===== src/rtl/quad_step_pkg.sv =====
// Shared types and constant tables for the quadrature step generator:
// FSM states, A/B phase sequences and the 7-segment glyph table.
package quad_step_pkg;

  typedef enum logic [0:0] {
    IDLE = 1'b0,
    RUN  = 1'b1
  } state_t;

  // AB pairs per phase; entry 3 is the detent rest position 00.
  localparam logic [1:0] UP_SEQ [4] = '{2'b10, 2'b11, 2'b01, 2'b00};
  localparam logic [1:0] DN_SEQ [4] = '{2'b01, 2'b11, 2'b10, 2'b00};

  // Active-high segments packed as {g,f,e,d,c,b,a}
  localparam logic [6:0] SEG7_TAB [16] = '{
    7'b0111111, 7'b0000110, 7'b1011011, 7'b1001111,
    7'b1100110, 7'b1101101, 7'b1111101, 7'b0000111,
    7'b1111111, 7'b1101111, 7'b1110111, 7'b1111100,
    7'b0111001, 7'b1011110, 7'b1111001, 7'b1110001
  };

endpackage


===== src/rtl/hex_seg7.sv =====
// Combinational hex digit to 7-segment decode, shared with the decoder block.
module hex_seg7
  import quad_step_pkg::*;
(
  input  logic [3:0] digit,
  output logic [6:0] seg
);

  assign seg = SEG7_TAB[digit];

endmodule


===== src/rtl/quad_step_gen.sv =====
// Quadrature A/B step generator with a position counter and hex display code.
// Contact-bounce emulation is compiled in when QUAD_BOUNCE_EN is defined.
module quad_step_gen
  import quad_step_pkg::*;
#(
  parameter int STEP_DIV = 8,
  parameter int BOUNCE_N = 3
) (
  input  logic       clkin,
  input  logic       rst,
  input  logic       step_up,
  input  logic       step_dn,
  output logic       busy,
  output logic       done,
  output logic       A,
  output logic       B,
  output logic [3:0] cnt,
  output logic [6:0] codeout
);

  localparam int DW = $clog2(STEP_DIV);
  localparam logic [DW-1:0] DWELL_MAX = DW'(STEP_DIV - 1);

  if (STEP_DIV < 2) begin : g_chk_div
    $error("quad_step_gen: STEP_DIV must be at least 2");
  end
`ifdef QUAD_BOUNCE_EN
  if (STEP_DIV <= 2 * BOUNCE_N) begin : g_chk_bounce
    $error("quad_step_gen: STEP_DIV must exceed 2*BOUNCE_N");
  end
  localparam logic [DW-1:0] BOUNCE_LEN = DW'(2 * BOUNCE_N);
`else
  if (BOUNCE_N < 0) begin : g_chk_bounce
    $error("quad_step_gen: BOUNCE_N must be non-negative");
  end
`endif

  state_t         state_r, state_s;
  logic           start_s, last_s, dir_up_r;
  logic [1:0]     phase_r, ab_s, ab_r;
  logic [DW-1:0]  dwell_r;
  logic           busy_r, done_r;
  logic [3:0]     cnt_r;

  // Next-state logic; busy_r gates the idle cycle right after a step finishes
  always_comb begin
    state_s = state_r;
    start_s = 1'b0;
    last_s  = (phase_r == 2'd3) && (dwell_r == DWELL_MAX);
    case (state_r)
      IDLE: begin
        if (!busy_r && (step_up ^ step_dn)) begin
          state_s = RUN;
          start_s = 1'b1;
        end else begin
          state_s = IDLE;
        end
      end
      RUN: begin
        if (last_s) begin
          state_s = IDLE;
        end else begin
          state_s = RUN;
        end
      end
      default: state_s = IDLE;
    endcase
  end

  // A/B pattern for the current phase and dwell position
`ifdef QUAD_BOUNCE_EN
  logic [1:0] old_s;
  always_comb begin
    old_s = dir_up_r ? UP_SEQ[phase_r - 2'd1] : DN_SEQ[phase_r - 2'd1];
    if ((dwell_r < BOUNCE_LEN) && dwell_r[0]) begin
      ab_s = old_s;
    end else begin
      ab_s = dir_up_r ? UP_SEQ[phase_r] : DN_SEQ[phase_r];
    end
  end
`else
  always_comb begin
    ab_s = dir_up_r ? UP_SEQ[phase_r] : DN_SEQ[phase_r];
  end
`endif

  // State, phase/dwell counters and registered outputs
  always_ff @(posedge clkin) begin
    if (rst) begin
      state_r  <= IDLE;
      dir_up_r <= 1'b0;
      phase_r  <= 2'd0;
      dwell_r  <= {DW{1'b0}};
      busy_r   <= 1'b0;
      done_r   <= 1'b0;
      ab_r     <= 2'b00;
      cnt_r    <= 4'd0;
    end else begin
      state_r <= state_s;
      busy_r  <= (state_r == RUN);
      done_r  <= (state_r == RUN) && last_s;
      if (start_s) begin
        dir_up_r <= step_up;
        phase_r  <= 2'd0;
        dwell_r  <= {DW{1'b0}};
      end else if (state_r == RUN) begin
        if (dwell_r == DWELL_MAX) begin
          dwell_r <= {DW{1'b0}};
          phase_r <= phase_r + 2'd1;
        end else begin
          dwell_r <= dwell_r + {{(DW-1){1'b0}}, 1'b1};
        end
      end
      if (state_r == RUN) begin
        ab_r <= ab_s;
      end
      if ((state_r == RUN) && last_s) begin
        cnt_r <= dir_up_r ? (cnt_r + 4'd1) : (cnt_r - 4'd1);
      end
    end
  end

  assign busy = busy_r;
  assign done = done_r;
  assign A    = ab_r[1];
  assign B    = ab_r[0];
  assign cnt  = cnt_r;

  hex_seg7 u_seg (
    .digit (cnt_r),
    .seg   (codeout)
  );

endmodule


===== config.mk =====
export PLATFORM = sky130hd
export DESIGN_NAME = quad_step_gen
export DESIGN_NICKNAME = d
export VERILOG_FILES = /design/src/rtl/quad_step_pkg.sv /design/src/rtl/hex_seg7.sv /design/src/rtl/quad_step_gen.sv
export SDC_FILE = /design/constraint.sdc
export NUM_CORES = 1
export LEC_CHECK = 0
export BUFFER_PORTS_ARGS = -buffer_cell sky130_fd_sc_hd__buf_2
export CAP_MARGIN = 20
export CORE_MARGIN = 2
export CORE_UTILIZATION = 48
export DETAILED_ROUTE_END_ITERATION = 16
export GPL_ROUTABILITY_DRIVEN = 0
export PLACE_DENSITY = 0.85
export SLEW_MARGIN = 40
export SYNTH_ARGS = -nofsm -noshare
export SYNTH_HDL_FRONTEND = slang
export SYNTH_SLANG_ARGS = --single-unit

===== constraint.sdc =====
create_clock -name clkin -period 1.9 [get_ports clkin]
set_input_delay 0.19 -clock clkin [delete_from_list [all_inputs] [get_ports clkin]]
set_output_delay 0.19 -clock clkin [all_outputs]
set_load 0.1 [all_outputs]

**Yosys cells after proc, flatten, opt, wreduce, memory -nomap -nowiden**

Memories as Yosys holds them, arrays and structs flattened.
Cells that the tools add are included.

- $lt $le $gt $ge: 2
- Multiplexer cells: 15
- Equal/unequal tests: 2
- Add/sub/neg operators: 4
- Bitwise gates (word level): 4
- Reductions and logical operators: 6

Operators by type and width:

| kind | number |
|---|---|
| $mux 7 | 2 |
| $mux 2 | 5 |
| $bmux 2 s2 | 2 |
| $ge 5x5->1 const B | 1 |
| $not 4->5 | 1 |
| $add 4x1->4 const B | 1 |
| $mux 4 | 1 |
| $sub 4x1->4 const B | 1 |
| $add 3x1->3 const B | 1 |
| $eq 3x3->1 const B | 1 |
| $ge 3x3->1 const B | 1 |
| $logic_and 1x1->1 | 3 |
| $mux 1 | 3 |
| $mux 3 | 1 |
| $not 2->3 | 1 |
| $add 2x1->2 const B | 1 |
| $eq 2x2->1 const B | 1 |
| $pmux 1 s2 | 1 |
| $reduce_and 2->1 | 1 |
| $reduce_or 2->1 | 1 |
| $logic_not 1->1 | 1 |
| $not 1->1 | 1 |
| $xor 1x1->1 | 1 |

- Input bits: 4
- Output and inout port bits: 15
- Flip-flop bits (word level): 15
- Memories: 1
- Memory bits (read-only): 112

Memory list:

| name | words | width | rd ports | clocked after memory_dff | write ports | line | source |
|---|---|---|---|---|---|---|---|
| (no name shown) | 16 | 7 | 1 | 0 | 0 | hex_seg7.sv:9 | `assign seg = SEG7_TAB[digit];` |

**Longest topological paths before layout**

Gate-level depths: netlist (run 1).

- Word-level depth: 5
- Gate-level depth with buffers: 7
- Depth with buffers taken out: 6

**Cells and area by module**

From an unflattened synthesis (run 1), not the netlist that was laid out.

- Cell total of the unflattened synthesis: 111
- Area total of the unflattened synthesis: 979.7 um2

By module, submodules not included:

| module | sequential area each (um2) | area an instance (um2) | times used | cells each |
|---|---|---|---|---|
| quad_step_gen | 300.3 | 689.4 | 1 | 78 |
| hex_seg7 | 0.0 | 290.3 | 1 | 33 |

**Least setup slack after synthesis (run 1)**

No wires, ideal clock.

- Path type: register to output
- Start point: register cnt_r[1], in the netlist cnt[1]
- End point: output codeout[0]
- Data required time: 1.710 ns
- Arrival time: 3.814 ns
- Path buffers: 0
- Path slack: -2.104 ns
- Stages on the path, launching flop included: 6
- Cells stage by stage: dfxtp_1 inv_1 ha_1 inv_1 o21ai_0 o21ai_0

- Longest elaborated chain between the ends: 4

Ends and longest elaborated chain:

| element | line | source |
|---|---|---|
| start, declared | quad_step_gen.sv:43 | `logic [3:0] cnt_r;` |
| start signal, assigned | quad_step_gen.sv:118 | `cnt_r <= dir_up_r ? (cnt_r + 4'd1) : (cnt_r - 4'd1);` |
| $not 4->5 (not written as such) | hex_seg7.sv:9 |  |
| $mem_v2 16x7 | n/a |  |
| $mux 7 (not written as such) (2 in series) | hex_seg7.sv:9 |  |
| end, declared | quad_step_gen.sv:18 | `output logic [6:0] codeout` |

No other way between the ends. The select of a mux whose other input is x is not followed.

**Worst setup path in the final report (run 1)**

- Start point: register cnt_r[0], in the netlist cnt[0]
- End point: output codeout[3]

The elaborated chain is that of the path after synthesis.

==> impl_metrics.toml, run 1 <==
[clock_tree]
tritoncts = "done"
holdBufCountCts = 0
clockBufferDepth = 2
cts_max_level = 1
cts_inserted_buffers = 3
clock_tree.root_cell = "clkbuf_4"
clock-sinks = 15
clk_latency_ns = 0.29
clk_pin_slew_ns = 0.09

[layout]
drive_above_1_share_pct = 36.2
fin_nets = 159
multi_input_area_um2 = 673
final_area_um2 = 1300
fillers = 161
syn2layout_area_growth_pct = 35.9
final_util_pct = 67.5
fin_cells = 168
antennaDiodeCount = 0
regArea_um2 = 315

[timing]
finalWorstSetupSlack_ns = -0.0584
setup_tns_ns = -0.0584
hold_viol_final = 0
rsz0062_at_grt = "yes"
worst_slew_pin_slew_ns = 0.487
setup_violations = 1
timing.slew.headroom_pct = 67.8
period_share_pct = 103
report.final.slew_viol_count = 0
clock_skew_ns = 0.00191
period_needed_ns = 1.96
max_freq_mhz = 511

[placed_design]
placed_area_um2 = 1210
hpwl_mm = 1.59
post-place-ws_ns = 0.0825
io_buffers = 18
dp_cells = 158

[route]
ant_nets = 0
route.detailed.drc = 0
wl_mm = 2.14
vias_per_cell = 5.38
drt-pass1-iter-count = 4
wl_per_cell_um = 12.7
drtIter0Drc = 23
vias = 903

[yosys]
ys.flop_type = "dfxtp_1"
syn-num-nets = 132
synth-edff-count = 0
synth_cells = 115
syn-cell-area_um2 = 955
synth.top_cell.area_share_pct = 31.5
yosys_warnings = 0
synth_area_per_cell_um2 = 8.30
async_reset_ff_share_pct = 0
ys_types = 28
seq_area_frac_synth_pct = 31.5
yosysTopAreaCell = "dfxtp_1"
ys_seq_elements = 15
synth.area.top_cells = "dfxtp_1, ha_1, nor2_1, a21oi_1, nand2_1"

[status]
run_status = "complete, but fails checks"
violations = "setup timing"

[worst_setup_path]
startpoint_type = "flop"
cp_max_fo = 5
rr_startpoint = "cnt[1]$_SDFFE_PP0P_"
crit_required_ns = 1.71
arrival_ns = 1.77
r2r_cells = 6
cpPeakStageDelay_ns = 0.47
worstPathCellList = "inv_6 > ha_4 > inv_2 > mux4_2 > clkinvlp_4 > buf_12"
regToRegEndpoint = "cnt[3]$_SDFFE_PP0P_"
crit_path_end_kind = "primary output"
cp_slowest_cell = "mux4_2"
r2r_setup_slack_ns = 0.06
critical_path_class = "flop to primary output"

[grt]
grtUsageMet2_pct = 36.6
grtUsageMet1_pct = 20.7
grt_pass1_wl_mm = 3.55
grt_start_max_net_pins = 17
overflow = 0
antenna_found_initial = 0
use_met3_pct = 3.09
top_usage_layer = "met2"
grt_pass1_vias = 836
grt_util_all_layers_pct = 19.5

[power]
powerDensity_nw_per_um2 = 502
vdd_drop_max_v = 0.000480
leakagePower_nw = 0.573

[flow_run]
drv_cap = 0

[floorplan]
die-area_um2 = 2360
initial_core_util_pct = 49.7
ios = 19
core_area_um2 = 1920
fp.dieH_um = 48.6
num_rows = 16
die-width_um = 48.6

[min_path]
hold_depth = 3
hold_end = "dir_up_r$_SDFFE_PP0P_"
worst_hold_path_type = "input port to flop"
worstHoldStart = "step_up"
metrics by stage:
stage	power, mW	hold WS (ns)
6_report	0.651	0.181
5_1_grt	0.687	0.185
4_1_cts	0.653	0.187
3_5_place_dp	0.469	0.479
3_3_place_gp	0.462	0.460
2_1_floorplan	0.439	0.269
what timing repair did:
action | 4_1_cts | 5_1_grt
buffers inserted | 4 | 2
resized for setup | 0 | 8
endpoints found under the setup margin | 3 | 5
pin swaps | 0 | 2
cloned | 0 | 0
final cells by class:
class | instances | area share (%)
clock buffers | 3 | 1.74
clock inverters | 1 | 0.386
inverters | 7 | 3.09
multi-input cells | 88 | 51.9
flip-flops and latches | 15 | 24.3
well taps | 27 | 2.60
repair buffers | 27 | 16.0
routing by layer:
metal | share of wire [%] | up-vias | wire, um
li1 | - | 446 | -
met1 | 39 | 421 | 823
met2 | 55 | 32 | 1180
met3 | 4.6 | 4 | 98
met4 | 1.4 | 0 | 29
met5 | 0 | - | 0
sequential cells by signal, indices dropped and copies added (netlist names):
signal and cells:
phase_r 2, dwell_r 3, state_r 1, cnt 4, busy 1, dir_up_r 1
done 1, ab_r 2
synthesized netlist by cell type, drive strengths merged, types with 3 or more instances:
cell and n:
nand3 3, dfxtp 15, inv 7, clkbuf 3
o21ai 6, nor2b 4, nand2 13, a211oi 3
a21oi 10, nor2 14, ha 12, nand2b 3
critical path, delay by kind of cell (launching register included):
kind                     cells  cell delay [ns]
adder cells (fa/ha/maj)      1             0.26
buffers and inverters        4             0.34
flip-flops                   1             0.40
multiplexers                 1             0.47
cells in the final DEF, fill, tap and decap left out, types with 4 or more instances in the layout:
| master | instances |
|---|---|
| ha_1 | 10 |
| buf_4 | 10 |
| a21oi_1 | 8 |
| nand2_1 | 13 |
| dfxtp_4 | 4 |
| dfxtp_1 | 11 |
| buf_2 | 13 |
| clkbuf_4 | 4 |
| nor2_1 | 14 |
report_power, final:
part / leakage [nW] / total [mW] / internal (mW) / switching, mW
Combinational: 0.430 / 0.130 / 0.0357 / 0.0943
Clock: 0.0177 / 0.190 / 0.0785 / 0.111
Sequential: 0.125 / 0.331 / 0.322 / 0.00877
worst max path at each step:
| stage | endpoint | cells past startpoint | slack, ns | from |
|---|---|---|---|---|
| 2_1_floorplan | codeout[6] | 5 | -0.1 | cnt[0]$_SDFFE_PP0P_ |
| 3_3_place_gp | cnt[3]$_SDFFE_PP0P_ | 6 | 0.15 | dir_up_r$_SDFFE_PP0P_ |
| 3_5_place_dp | cnt[3]$_SDFFE_PP0P_ | 6 | 0.08 | dir_up_r$_SDFFE_PP0P_ |
| 4_1_cts | codeout[3] | 6 | -0.05 | cnt[0]$_SDFFE_PP0P_ |
| 5_1_grt | codeout[3] | 6 | -0.1 | cnt[0]$_SDFFE_PP0P_ |
| 6_report | codeout[3] | 6 | -0.06 | cnt[0]$_SDFFE_PP0P_ |
cell families after synthesis:
logic type / Yosys count / share of synthesized area [%]
simple gates: 42 / 19.9
xor+xnor: 4 / 3.67
mux: 4 / 5.64
fa+ha+maj: 13 / 17.8
flops: 15 / 31.5
compound gates: 25 / 16.5
buf+inv: 12 / 4.98
No activity file was read; power rests on OpenSTA's default activity.
==> run 2, diff against run 1 <==
--- a/config.mk
+++ b/config.mk
@@ -11,6 +11,7 @@
 export CORE_UTILIZATION = 48
 export DETAILED_ROUTE_END_ITERATION = 16
 export GPL_ROUTABILITY_DRIVEN = 0
+export MAX_ROUTING_LAYER = met4
 export PLACE_DENSITY = 0.85
 export SLEW_MARGIN = 40
 export SYNTH_ARGS = -nofsm -noshare
==> run 2 against run 1 <==
  * The run still ends with setup timing left
  * Utilization unchanged
  * First-iteration DRC count up 4.3%
  * Clock skew up 0.0031 ns
  * Global-route usage up 0.62 points
  * Largest cell class unchanged
  * Combinational power about the same
  * Power up 0.24%
  * Non-clock buffer count unchanged
  * Clock-buffer cell count unchanged
  * Setup slack better by 0.0027 ns
  * Clock power about the same
  * Sequential cell count unchanged
==> impl_metrics.toml, run 2 (synthesis results as in run 1) <==
[layout]
fin_nets = 159
fin_cells = 168
layout_common_cells = "nor2_1, nand2_1, buf_2, dfxtp_1"
antennaDiodeCount = 0
largest_reg_flops = 4
drive_above_1_share_pct = 36.2
syn2layout_area_growth_pct = 35.9
final_common_cell = "nor2_1"

[timing]
setup_tns_ns = -0.0557
worst_slew_pin_slew_ns = 0.487
timing.slew.headroom_pct = 67.8
max_freq_mhz = 511
hold_viol_final = 0
period_share_pct = 103
report.final.slew_viol_count = 0
setup_violations = 1
period_needed_ns = 1.96
rsz0062_at_grt = "yes"
clock_skew_ns = 0.00499
hold_ws_ns = 0.183
finalWorstSetupSlack_ns = -0.0557

[worst_setup_path]
critical_path_class = "flop to primary output"
cp_slowest_cell = "mux4_2"
regToRegEndpoint = "cnt[3]$_SDFFE_PP0P_"
rr_startpoint = "cnt[1]$_SDFFE_PP0P_"
cp_max_fo = 5
crit_required_ns = 1.71
worstPathCellList = "inv_6 > ha_4 > inv_2 > mux4_2 > clkinvlp_4 > buf_12"
cpPeakStageDelay_ns = 0.47
arrival_ns = 1.77
cp-startpoint = "cnt[0]$_SDFFE_PP0P_"
crit_path_end_kind = "primary output"
crit_end = "codeout[3]"
startpoint_type = "flop"
r2r_cells = 6
r2r_setup_slack_ns = 0.06

[placed_design]
dp_cells = 158
hpwl_mm = 1.59
io_buffers = 18

[clock_tree]
clk_pin_slew_ns = 0.09
cts_max_level = 1
tritoncts = "done"
clockBufferDepth = 2
clock_tree.root_cell = "clkbuf_4"
cts_inserted_buffers = 3
clk_latency_ns = 0.29
clock-sinks = 15

[route]
drtIter0Drc = 24
drt-pass1-iter-count = 4
route.detailed.drc = 0
wl_mm = 2.14
ant_nets = 0
wl_per_cell_um = 12.8
vias_per_cell = 5.42
vias = 910

[floorplan]
ios = 19
num_rows = 16
core_area_um2 = 1920
die-width_um = 48.6
fp.dieH_um = 48.6
die-area_um2 = 2360
initial_core_util_pct = 49.7

[grt]
grt_pass1_wl_mm = 3.55
overflow = 0
grt_util_all_layers_pct = 20.1
antenna_found_initial = 0
grt_pass1_vias = 840
grt_start_max_net_pins = 17

[status]
run_status = "complete, but fails checks"
violations = "setup timing"

[power]
leakagePower_nw = 0.573
vdd_drop_max_v = 0.000489
powerDensity_nw_per_um2 = 503
finalPower_mw = 0.652

[flow_run]
drv_cap = 0

[min_path]
worst_hold_path_type = "input port to flop"
[run 2: cell counts in the layout (fill, tap and decap cells not counted)]
Identical to the previous run, type by type.
[run 2: stage by stage]
step                setup slack (ns)  cell area, um^2  utilization [%]
global route                  -0.104             1300             67.5
CTS                          -0.0537             1260             65.8
floorplan                    -0.0980             1050                -
finish                       -0.0557             1300             67.5
global placement               0.149             1210             62.8
detailed placement            0.0825             1210             62.8
[run 2: power breakdown]
| part | switching [mW] | total (mW) | leakage, nW | internal [mW] |
|---|---|---|---|---|
| clock | 0.112 | 0.191 | 0.0177 | 0.0784 |
| sequential | 0.00883 | 0.331 | 0.125 | 0.322 |
| combinational | 0.0945 | 0.130 | 0.430 | 0.0358 |
| total | 0.216 | 0.652 | 0.573 | 0.437 |
[run 2: timing repair]
item	CTS	global route
setup endpoints to repair	3	5
hold buffers	0	0
pin swaps	0	2
resized for setup	0	8
setup buffers	4	2
[run 2: worst max-delay path: cells and delay by family (launching register included)]
| kind | cells | cell delay, ns |
|---|---|---|
| flops | 1 | 0.40 |
| mux | 1 | 0.47 |
| fa+ha+maj | 1 | 0.26 |
| buf+inv | 4 | 0.34 |
[run 2: cell type report]
type,count,area [um^2]
clock inverter,1,5.00
sequential,15,315
tap,27,33.8
multi-input combinational,88,673
timing repair buffer,27,208
fill,161,624
inverter,7,40.0
clock buffer,3,22.5
[run 2: how the worst min path moves through the flow]
| stage | startpoint | to | slack (ns) | cells past startpoint |
|---|---|---|---|---|
| 4_1_cts | step_up | dir_up_r$_SDFFE_PP0P_ | 0.19 | 3 |
| 3_5_place_dp | ab_r[0]$_SDFFE_PP0P_ | ab_r[0]$_SDFFE_PP0P_ | 0.48 | 2 |
| 3_3_place_gp | dwell_r[1]$_SDFFE_PP0P_ | dwell_r[1]$_SDFFE_PP0P_ | 0.46 | 2 |
| 2_1_floorplan | rst | busy$_SDFF_PP0_ | 0.27 | 1 |
| 5_1_grt | step_up | dir_up_r$_SDFFE_PP0P_ | 0.18 | 3 |
| 6_report | step_up | dir_up_r$_SDFFE_PP0P_ | 0.18 | 3 |
[run 2: layer usage]
| layer | part of all wire, % | global-route usage (%) | vias to the layer above |
|---|---|---|---|
| met5 | 0 | - | - |
| met4 | 2.8 | 10.5 | 0 |
| met3 | 4.2 | 4.01 | 8 |
| met2 | 54 | 36.8 | 32 |
| met1 | 39 | 20.2 | 425 |
| li1 | - | - | 445 |
